==> src/rtl/reg_file_rw_if.sv <==
// rtl/reg_file_rw_if.sv - read/write/clear bus bundle for the register file
interface reg_file_rw_if #(
   parameter int DATA_W = 8,
   parameter int ADDR_W = 3
);
   logic [ADDR_W-1:0] rd_addr_a;
   logic [ADDR_W-1:0] rd_addr_b;
   logic [DATA_W-1:0] rd_data_a;
   logic [DATA_W-1:0] rd_data_b;
   logic              wr_en;
   logic [ADDR_W-1:0] wr_addr;
   logic [DATA_W-1:0] wr_data;
   logic              clr_req;
   logic              busy;
   logic              clr_done;

   modport slave (
      input  rd_addr_a, rd_addr_b, wr_en, wr_addr, wr_data, clr_req,
      output rd_data_a, rd_data_b, busy, clr_done
   );

   modport master (
      output rd_addr_a, rd_addr_b, wr_en, wr_addr, wr_data, clr_req,
      input  rd_data_a, rd_data_b, busy, clr_done
   );
endinterface

==> src/rtl/reg_file_rw.sv <==
// rtl/reg_file_rw.sv - 8x8 register file, two bypassed read ports, sequenced bulk clear
module reg_file_rw #(
   parameter int DATA_W = 8,
   parameter int ADDR_W = 3
) (
   input logic           clk,
   input logic           rst_n,
   reg_file_rw_if.slave  bus
);
   localparam int NREGS = 2 ** ADDR_W;
   localparam logic [ADDR_W-1:0] LAST_IDX = ADDR_W'(NREGS - 1);

   typedef enum logic {S_IDLE, S_CLEAR} state_t;

   state_t            state_q, state_d;
   logic [ADDR_W-1:0] cnt_q, cnt_d;
   logic              done_q, done_d;
   logic [DATA_W-1:0] regs_q [NREGS];
   logic [DATA_W-1:0] regs_d [NREGS];

   always_ff @(posedge clk or negedge rst_n) begin
      if (!rst_n) begin
         state_q <= S_IDLE;
         cnt_q   <= '0;
         done_q  <= 1'b0;
         for (int i = 0; i < NREGS; i++) regs_q[i] <= '0;
      end else begin
         state_q <= state_d;
         cnt_q   <= cnt_d;
         done_q  <= done_d;
         regs_q  <= regs_d;
      end
   end

   always_comb begin
      state_d = state_q;
      cnt_d   = cnt_q;
      done_d  = 1'b0;
      regs_d  = regs_q;
      case (state_q)
         S_IDLE: begin
            // A write coinciding with the clear request still commits.
            if (bus.wr_en) regs_d[bus.wr_addr] = bus.wr_data;
            if (bus.clr_req) begin
               state_d = S_CLEAR;
               cnt_d   = '0;
            end
         end
         S_CLEAR: begin
            regs_d[cnt_q] = '0;
            cnt_d         = cnt_q + 1'b1;
            if (cnt_q == LAST_IDX) begin
               state_d = S_IDLE;
               done_d  = 1'b1;
            end
         end
         default: state_d = S_IDLE;
      endcase
   end

   logic byp_ok;
   assign byp_ok = rst_n && (state_q == S_IDLE) && bus.wr_en;

   assign bus.rd_data_a = (byp_ok && bus.wr_addr == bus.rd_addr_a) ? bus.wr_data
                                                                    : regs_q[bus.rd_addr_a];
   assign bus.rd_data_b = (byp_ok && bus.wr_addr == bus.rd_addr_b) ? bus.wr_data
                                                                    : regs_q[bus.rd_addr_b];
   assign bus.busy      = (state_q == S_CLEAR);
   assign bus.clr_done  = done_q;
endmodule

==> src/flat_wrapper.sv <==
// flat-port wrapper written by rule: the top's interface ports become plain ports
module reg_file_rw_flat 
#(
   parameter int DATA_W = 8,
   parameter int ADDR_W = 3
)
  (clk, rst_n, bus_rd_addr_a, bus_rd_addr_b, bus_wr_en, bus_wr_addr, bus_wr_data, bus_clr_req, bus_rd_data_a, bus_rd_data_b, bus_busy, bus_clr_done);
  reg_file_rw_if #(.DATA_W(DATA_W), .ADDR_W(ADDR_W)) bus_i ();
  input logic clk;
  input logic rst_n;
  input wire logic [$bits(bus_i.rd_addr_a)-1:0] bus_rd_addr_a;
  input wire logic [$bits(bus_i.rd_addr_b)-1:0] bus_rd_addr_b;
  input wire logic [$bits(bus_i.wr_en)-1:0] bus_wr_en;
  input wire logic [$bits(bus_i.wr_addr)-1:0] bus_wr_addr;
  input wire logic [$bits(bus_i.wr_data)-1:0] bus_wr_data;
  input wire logic [$bits(bus_i.clr_req)-1:0] bus_clr_req;
  output wire logic [$bits(bus_i.rd_data_a)-1:0] bus_rd_data_a;
  output wire logic [$bits(bus_i.rd_data_b)-1:0] bus_rd_data_b;
  output wire logic [$bits(bus_i.busy)-1:0] bus_busy;
  output wire logic [$bits(bus_i.clr_done)-1:0] bus_clr_done;
  assign bus_i.rd_addr_a = bus_rd_addr_a;
  assign bus_i.rd_addr_b = bus_rd_addr_b;
  assign bus_i.wr_en = bus_wr_en;
  assign bus_i.wr_addr = bus_wr_addr;
  assign bus_i.wr_data = bus_wr_data;
  assign bus_i.clr_req = bus_clr_req;
  assign bus_rd_data_a = bus_i.rd_data_a;
  assign bus_rd_data_b = bus_i.rd_data_b;
  assign bus_busy = bus_i.busy;
  assign bus_clr_done = bus_i.clr_done;
  reg_file_rw #(.DATA_W(DATA_W), .ADDR_W(ADDR_W)) u_core (.clk(clk), .rst_n(rst_n), .bus(bus_i));
endmodule
==> config.mk <==
export PLATFORM = sky130hd
export DESIGN_NAME = reg_file_rw_flat
export DESIGN_NICKNAME = d
export VERILOG_FILES = /design/src/rtl/reg_file_rw_if.sv /design/src/rtl/reg_file_rw.sv /design/src/flat_wrapper.sv
export SDC_FILE = /design/constraint.sdc
export NUM_CORES = 1
export LEC_CHECK = 0
export BUFFER_PORTS_ARGS = -buffer_cell sky130_fd_sc_hd__buf_2
export CAP_MARGIN = 5
export CORE_MARGIN = 8
export CORE_UTILIZATION = 49
export DETAILED_ROUTE_END_ITERATION = 10
export PLACE_DENSITY = 0.78
export SLEW_MARGIN = 20
export SYNTH_ARGS = -nofsm -noshare
export SYNTH_HDL_FRONTEND = slang
export SYNTH_SLANG_ARGS = --single-unit
==> constraint.sdc <==
create_clock -name clk -period 5.3 [get_ports clk]
set_input_delay 1.06 -clock clk [delete_from_list [all_inputs] [get_ports clk]]
set_output_delay 1.06 -clock clk [all_outputs]
set_load 0.1 [all_outputs]
# After elaboration in Yosys (flattened, before gate mapping)
# Index checks and enable logic that the tools add are counted.
[classes]
n_reduce_logical = 6
div = 0
multipliers = 0
magnitude_cmp = 6
muxes = 22
n_bitwise = 7
n_eq_ne = 5
addsub = 1
shift = 0
[op_table]
columns = ["op", "n"]
rows = [
  ["$pmux 64 s2", 1],
  ["$and 64x64->64", 1],
  ["$bwmux 64", 1],
  ["$mux 64", 1],
  ["$mux 8", 8],
  ["$not 64->64", 1],
  ["$bmux 8 s3", 2],
  ["$demux 8 s3", 2],
  ["$ge 4x4->1 const B", 4],
  ["$not 3->4", 4],
  ["$lt 4x1->1 const B", 2],
  ["$eq 3x3->1", 2],
  ["$logic_and 1x1->1", 6],
  ["$pmux 3 s2", 1],
  ["$mux 1", 4],
  ["$ne 2x2->1 const B", 2],
  ["$add 3x1->3 const B", 1],
  ["$eq 3x3->1 const B", 1],
  ["$mux 3", 1],
  ["$pmux 1 s2", 1],
  ["$not 1->1", 1],
]
[word_totals]
inputBits = 21
register_bits = 69
wordCells = 58
latchBits = 0
out_inout_bits = 18
rom_bits = 0
memories = 0
mem_bits_rw = 0

# Depth between registers and ports, before layout
# Gate-level depths: netlist (run 1).
[depth]
depth_word = 8
mapped_depth = 5
depth_no_buf = 4

# Least setup slack after synthesis (run 1)
# No wires, ideal clock.
[synth_path]
path_kind = "in2out"
startpoint = "in bus_rd_addr_a[1]"
endpoint = "out bus_rd_data_a[0]"
arrival_time_ps = 2646
t_required_ps = 4240
setup_slack_ps = 1594
n_path_buf = 2
cell_stages = 5
path_cell_list = "buf_2 -> clkbuf_1 -> mux4_2 -> mux2_2 -> mux2_2"
[synth_between]
elab_chain_cells = 5
elab_cells_between_ends = 7
cone_classes = "eq/ne (1); mux (4); bitwise (1); reduce/logical (1)"
[synth_lines]
columns = ["item", "line", "source"]
rows = [
  ["from (decl)", "flat_wrapper.sv:11", "input wire logic [$bits(bus_i.rd_addr_a)-1:0] bus_rd_addr_a;"],
  ["$not 3->4 (implied by the code)", "reg_file_rw.sv:65", ": regs_q[bus.rd_addr_a];"],
  ["$bmux 8 s3", "reg_file_rw.sv:65", ""],
  ["$mux 8 (implied by the code) (2 in a row)", "reg_file_rw.sv:65", ""],
  ["$mux 8 *", "reg_file_rw.sv:64", "assign bus.rd_data_a = (byp_ok && bus.wr_addr == bus.rd_addr_a) ? bus.wr_data"],
  ["to (decl)", "flat_wrapper.sv:17", "output wire logic [$bits(bus_i.rd_data_a)-1:0] bus_rd_data_a;"],
]
# Every way passes the cells marked *; elsewhere a longest branch is shown, timed or not. The select of a mux whose other input is x is not followed.

# Final worst setup path (run 1)
[layout_path]
startpoint = "in bus_rd_addr_a[0]"
endpoint = "out bus_rd_data_a[1]"
# The elaborated chain is that of the path after synthesis.

==> summary.txt, run 1 <==
Outcome
  – Status: completed

Floorplan
  – Die area: 0.0112 mm²
  – IO Count: 39
  – Core area: 0.00777 mm²
  – Rows: 32
  – DIE HEIGHT: 106 µm
  – Starting Density: 0.509
  – DIE WIDTH: 106 µm

Setup path
  – Setup crit end kind: primary output
  – Cells on worst reg2reg path: 3
  – Crit path largest cell delay: 0.62 ns
  – Critical-path cell list: buf_2 > mux4_1 > mux2_2 > mux2_2 > buf_2
  – Arrival time at the worst endpoint: 3.04 ns
  – Setup CP Type: in2out
  – CP max FO: 17
  – Crit start category: primary input
  – Worst Setup SP: bus_rd_addr_a[0]
  – Req. time, crit path: 4.24 ns
  – Worst reg2reg path startpoint: u_core.bus.busy
  – CP max-delay cell: mux4_1
  – R2R Setup Slk: 3.13 ns

Timing
  – Fin crit share: 0.774
  – Slew @ Worst Pin: 1.13 ns
  – Max Clock Freq: 244 MHz
  – Max-slew violations: 0
  – Unrepaired setup endpoints after global routing: false
  – Min Tclk post-route: 4.10 ns
  – Worst Skew: 0.00497 ns
  – # setup viols final: 0
  – Final TNS setup: 0 ns
  – Final hold vios: 0
  – Slew headroom: 0.244
  – Hold Worst Slack: 0.518 ns

Power and ir drop
  – Peak VDD IR: 0.344 mV
  – Static Leakage: 2.04 nW
  – Switching power: 0.000925 W
  – Logic pwr share: 0.423
  – Switching part of the total: 0.431
  – Flop pwr share: 0.387
  – Internal: 0.00122 W
  – Share of total power in the clock network: 0.190
  – PD cells: 497 mW/mm²

Global routing
  – All-Layer GR Usage: 0.198
  – Vias in the first global route: 2936
  – Gr ovfl total: 0
  – Largest net degree at the start of global routing: 70
  – First-pass GRT wire length: 16800 µm
  – Initial antenna violation count: 0

Worst hold path
  – Worst hold start: u_core.regs_q[15]
  – Hold crit path type: reg2reg
  – Worst hold path depth: 1

Layout
  – Syn-to-layout area delta: 9.27%
  – Share of post-route cells with drive strength above 1: 0.358
  – Most common cell after layout, fill and taps aside: dfrtp_1
  – Filler cells: 651
  – Most frequent cells in the layout: 69 x dfrtp_1, 64 x a22o_1, 38 x buf_2, 32 x mux2_2, 23 x mux4_2
  – Final #Nets: 327
  – Diodes inserted: 0

Clock network
  – Num Clock Sinks: 69
  – CTS Hold Buffers Added: 0
  – Post-CTS Setup Bufs: 0
  – Clock-pin slew on the worst setup and hold paths: 0.08 ns
  – CTS tree: yes
  – Post-CTS sizing: 0
  – CTS Root Cell: clkbuf_8
  – Clk buf depth: 2
  – Clock latency on the worst-skew pair: 0.35 ns
  – CTS buffer count: 9
  – H-tree levels: 3

Synthesis
  – Register area share after synthesis: 0.437
  – Netlist Area Pre-Place: 0.00395 mm²
  – Syn_nets: 300
  – Proportion of synthesized area in mux cells: 0.287
  – Largest family of logic cells by synthesized area: multiplexers
  – Top cell type's share of synthesized area: 0.437
  – Post-synthesis cell type count: 32
  – Syn Inst Count: 277
  – Synth Area in Simple Gates: 0.0636
  – Adder-cell share of the synthesized area: 0.00633
  – Synthesis Warnings: 0
  – #FFs+latches synth: 69
  – Syn avg cell area: 14.3 µm²
  – Post-synthesis compound-gate area fraction: 0.156
  – Synth area leader: dfrtp_1
  – Top post-synthesis cells by area: dfrtp_1 44%, a22o_1 14%, mux4_2 13%
  – Synth Area in XOR/XNOR: 0.0133

Detailed routing
  – Average wire per standard cell: 26.4 µm
  – DRC: 0
  – DR vias: 2796
  – Total wire length: 10800 µm
  – Initial DRC Count: 253
  – DR vias/cell: 6.84
  – Antenna-violating nets left: 0
  – DR pass1 iterations: 4

Placement
  – GPL Wtd Cong: 0.824
  – Hpwl dp: 7130 µm
  – Port-buffer cells: 38

Run
  – Max_cap viols: 0
==> cells by family (layout without fill, tap and decap cells) <==
| kind of cell | Yosys count | in the layout |
|---|---|---|
| flip-flops | 69 | 69 |
| buffers and inverters | 25 | 55 |
| AND/OR/NAND/NOR | 35 | 35 |
| multiplexers | 66 | 66 |
| adder cells (fa/ha/maj) | 2 | 2 |
| AO/OA/AOI/OAI | 74 | 74 |
| XOR/XNOR | 6 | 6 |
==> worst max-delay path: cells and delay by family <==
kind | cells | cell delay [ns]
buffers and inverters | 2 | 0.76
multiplexers | 3 | 1.20
==> per-stage QoR <==
stage          cells  power (W)  setup slack [ns]  cell area (µm²)  utilization
6_report         409    0.00215              1.20             4320        0.556
5_1_grt          409    0.00224              1.04             4320        0.556
4_1_cts          409    0.00215              1.17             4320        0.556
3_5_place_dp     395    0.00174              1.18             4140        0.533
3_3_place_gp     395    0.00170              1.20             4140        0.533
2_1_floorplan    277    0.00153              1.59             3950            -
==> power groups by stage <==
| stage | registers (W) | logic [W] | clock network (W) |
|---|---|---|---|
| after floorplan | 0.000808 | 0.000720 | 0 |
| after global placement | 0.000816 | 0.000889 | 0 |
| after detailed placement | 0.000832 | 0.000907 | 0 |
| after CTS | 0.000825 | 0.000912 | 0.000413 |
| after global routing | 0.000854 | 0.000955 | 0.000433 |
| final | 0.000831 | 0.000909 | 0.000409 |
==> flip-flops by register name, indices dropped and copies added, names as in the netlist <==
| signal | flops |
|---|---|
| u_core.cnt_q | 3 |
| u_core.regs_q | 64 |
| u_core.bus.clr_done | 1 |
| u_core.bus.busy | 1 |
==> metal layers <==
layer / global-route usage / share of wire
met1: 0.260 / 0.43
met4: 0.0744 / 0.023
met3: 0.0591 / 0.081
met2: 0.303 / 0.47
met5: 0 / 0
==> Yosys cell counts, drive strengths merged <==
master	n
dfrtp	69
a22o	64
mux2	32
mux4	32
buf	15
clkbuf	8
nor2	8
a21oi	6
xor2	6
nand2	4
nand2b	4
and4b	3
a32oi	2
and2	2
ha	2
inv	2
mux2i	2
nand3b	2
nor2b	2
nor3	2
nor4	2
nor4bb	2
o21ai	2
and3b	1
and4	1
nor3b	1
or3b	1
==> worst paths after layout <==
| check | endpoint |
|---|---|
| worst max-delay path | bus_rd_data_a[1] |
| worst min-delay path | u_core.regs_q[15] |
| worst max register to register | u_core.regs_q[30] |
| worst min register to register | u_core.regs_q[15] |
| max in group asynchronous | u_core.regs_q[61] |
| min in group asynchronous | u_core.regs_q[26] |
==> final cells by class <==
cell class,instances,area [µm²],area share
clock inverter,4,51.3,0.0119
multi-input combinational,183,2080,0.482
clock buffer,10,128,0.0295
inverter,2,7.51,0.00174
sequential,69,1730,0.400
timing repair buffer,39,198,0.0458
tap,102,128,0.0295
(Power assumes the default switching activity.)
==> inputs of run 2 (changes only) <==
==> constraint.sdc (replaced) <==
create_clock -name clk -period 4.2 [get_ports clk]
set_input_delay 0.84 -clock clk [delete_from_list [all_inputs] [get_ports clk]]
set_output_delay 0.84 -clock clk [all_outputs]
set_load 0.1 [all_outputs]
==> summary.txt, run 2 (synthesized netlist as in run 1, its figures left out) <==
Timing
  – # setup viols final: 0 (unchanged)
  – Fin crit share: 0.871
  – Unrepaired setup endpoints after global routing: false (unchanged)
  – Final hold vios: 0 (unchanged)
  – Slew @ Worst Pin: 1.15 ns (was 1.13 ns)
  – Worst Skew: 0.00551 ns (was 0.00497 ns)
  – Max-slew violations: 0 (unchanged)
  – Max Clock Freq: 273 MHz
  – Min Tclk post-route: 3.66 ns
  – Final TNS setup: 0 ns (unchanged)
  – Hold Worst Slack: 0.520 ns (was 0.518 ns)
  – Slew headroom: 0.234 (was 0.244)

Setup path
  – Setup CP Type: in2out (unchanged)
  – Cells on worst reg2reg path: 3 (unchanged)
  – Req. time, crit path: 3.36 ns (was 4.24 ns)
  – CP max FO: 17 (unchanged)
  – Arrival time at the worst endpoint: 2.82 ns (was 3.04 ns)
  – Crit Reg-Reg Endpoint: u_core.regs_q[16] (was u_core.regs_q[30])
  – Worst reg2reg path startpoint: u_core.bus.busy (unchanged)
  – Setup crit end kind: primary output (unchanged)
  – R2R Setup Slk: 2.01 ns (was 3.13 ns)
  – Crit start category: primary input (unchanged)

Layout
  – Share of post-route cells with drive strength above 1: 0.379 (was 0.358)
  – Most common cell after layout, fill and taps aside: dfrtp_1 (unchanged)
  – Filler cells: 644 (was 651)
  – Final Util: 0.564 (was 0.556)
  – Syn-to-layout area delta: 10.9% (was 9.27%)
  – Final #Nets: 332 (was 327)
  – Final Instance Area: 0.00438 mm² (was 0.00432 mm²)
  – Largest regs: u_core.regs_q (64), u_core.cnt_q (3) (unchanged)
  – Finished Layout Cells: 416 (was 409)
  – Most frequent cells in the layout: 69 x dfrtp_1, 64 x a22o_1, 38 x buf_2, 32 x mux2_2, 23 x mux4_2 (unchanged)
  – Max reg flops: 64 (unchanged)
  – Diodes inserted: 0 (unchanged)
  – Top reg by flops: u_core.regs_q (unchanged)

Clock network
  – Clk buf depth: 2 (unchanged)
  – H-tree levels: 3 (unchanged)
  – Num Clock Sinks: 69 (unchanged)
  – Post-CTS sizing: 0 (unchanged)
  – Clock-pin slew on the worst setup and hold paths: 0.07 ns (was 0.08 ns)
  – CTS buffer count: 9 (unchanged)
  – CTS tree: yes (unchanged)
  – CTS Hold Buffers Added: 0 (unchanged)
  – Clock latency on the worst-skew pair: 0.35 ns (about the same)
  – Post-CTS Setup Bufs: 0 (unchanged)
  – CTS Root Cell: clkbuf_8 (unchanged)

Floorplan
  – Rows: 32 (unchanged)
  – Starting Density: 0.509 (unchanged)
  – IO Count: 39 (unchanged)
  – Die area: 0.0112 mm² (unchanged)
  – Core area: 0.00777 mm² (unchanged)
  – DIE WIDTH: 106 µm (unchanged)
  – DIE HEIGHT: 106 µm (unchanged)

Detailed routing
  – DR pass1 iterations: 5 (was 4)
  – Antenna-violating nets left: 0 (unchanged)
  – Initial DRC Count: 253 (unchanged)
  – DR vias/cell: 6.88 (was 6.84)
  – DR vias: 2864 (was 2796)
  – Total wire length: 11000 µm (was 10800 µm)
  – DRC: 0 (unchanged)
  – Average wire per standard cell: 26.3 µm (was 26.4 µm)

Power and ir drop
  – PD cells: 628 mW/mm² (was 497 mW/mm²)
  – Static Leakage: 2.08 nW (was 2.04 nW)
  – Peak VDD IR: 0.492 mV (was 0.344 mV)

Global routing
  – Gr ovfl total: 0 (unchanged)
  – Initial antenna violation count: 0 (unchanged)
  – All-Layer GR Usage: 0.204 (was 0.198)
  – Largest net degree at the start of global routing: 70 (unchanged)
  – First-pass GRT wire length: 17600 µm (was 16800 µm)
  – Vias in the first global route: 3010 (was 2936)

Worst hold path
  – Worst hold start: u_core.regs_q[41] (was u_core.regs_q[15])
  – Worst hold path depth: 1 (unchanged)
  – WHS Endpoint: u_core.regs_q[41] (was u_core.regs_q[15])
  – Hold crit path type: reg2reg (unchanged)

Placement
  – Placed Instances: 400 (was 395)
  – Area after DPL: 0.00418 mm² (was 0.00414 mm²)
  – GPL Wtd Cong: 0.865 (was 0.824)
  – Port-buffer cells: 38 (unchanged)
  – Hpwl dp: 7190 µm (was 7130 µm)

Run
  – Max_cap viols: 0 (unchanged)

Outcome
  – Status: completed (unchanged)
## run 2: cell count changes in the layout (fill, tap and decap cells not counted), sizes merged
cell,previous run,this run
buf,39,44
clkinv,2,3
inv,2,3
## run 2: how the worst max path moves through the flow
stage | from | to | slack (ns) | cells after the start
floorplan | bus_rd_addr_a[1] | bus_rd_data_a[0] | 0.93 | 5
global placement | bus_rd_addr_b[0] | bus_rd_data_b[5] | 0.53 | 5
detailed placement | bus_rd_addr_a[0] | bus_rd_data_a[1] | 0.52 | 5
CTS | bus_rd_addr_a[0] | bus_rd_data_a[1] | 0.51 | 5
global route | bus_rd_addr_a[0] | bus_rd_data_a[1] | 0.39 | 5
finish | bus_rd_addr_a[0] | bus_rd_data_a[1] | 0.54 | 5
## run 2: routing by layer
metal	wire length, µm	vias to the layer above	part of all wire	track usage
li1	-	1188	-	-
met1	4520	1474	0.41	0.262
met2	5130	180	0.47	0.311
met3	1100	22	0.10	0.0737
met4	210	0	0.019	0.0704
met5	0	-	0	0
## run 2: final cells by class
| type | instances | area, µm² | share of cell area |
|---|---|---|---|
| Clock buffer | 10 | 138 | 0.0314 |
| Clock inverter | 6 | 61.3 | 0.0140 |
| Inverter | 2 | 7.51 | 0.00171 |
| Multi-Input combinational cell | 183 | 2090 | 0.476 |
| Sequential cell | 69 | 1730 | 0.394 |
| Tap cell | 102 | 128 | 0.0291 |
| Timing Repair Buffer | 44 | 235 | 0.0537 |
## run 2: worst max-delay path, stage by stage
cell and delay (ns):
buf_2 0.48, xor2_1 0.20, nor4_4 0.58, mux2_2 0.42
buf_2 0.30
## run 2: power breakdown
part / internal (W) / leakage (nW) / switching (W)
sequential: 0.000853 / 0.943 / 0.000192
combinational: 0.000424 / 1.03 / 0.000731
clock: 0.000289 / 0.102 / 0.000264
## run 2: metrics by stage
stage / total power (W) / setup WS (ns)
3_3_place_gp: 0.00216 / 0.533
5_1_grt: 0.00288 / 0.395
4_1_cts: 0.00275 / 0.512
6_report: 0.00275 / 0.540
2_1_floorplan: 0.00193 / 0.934
3_5_place_dp: 0.00219 / 0.520
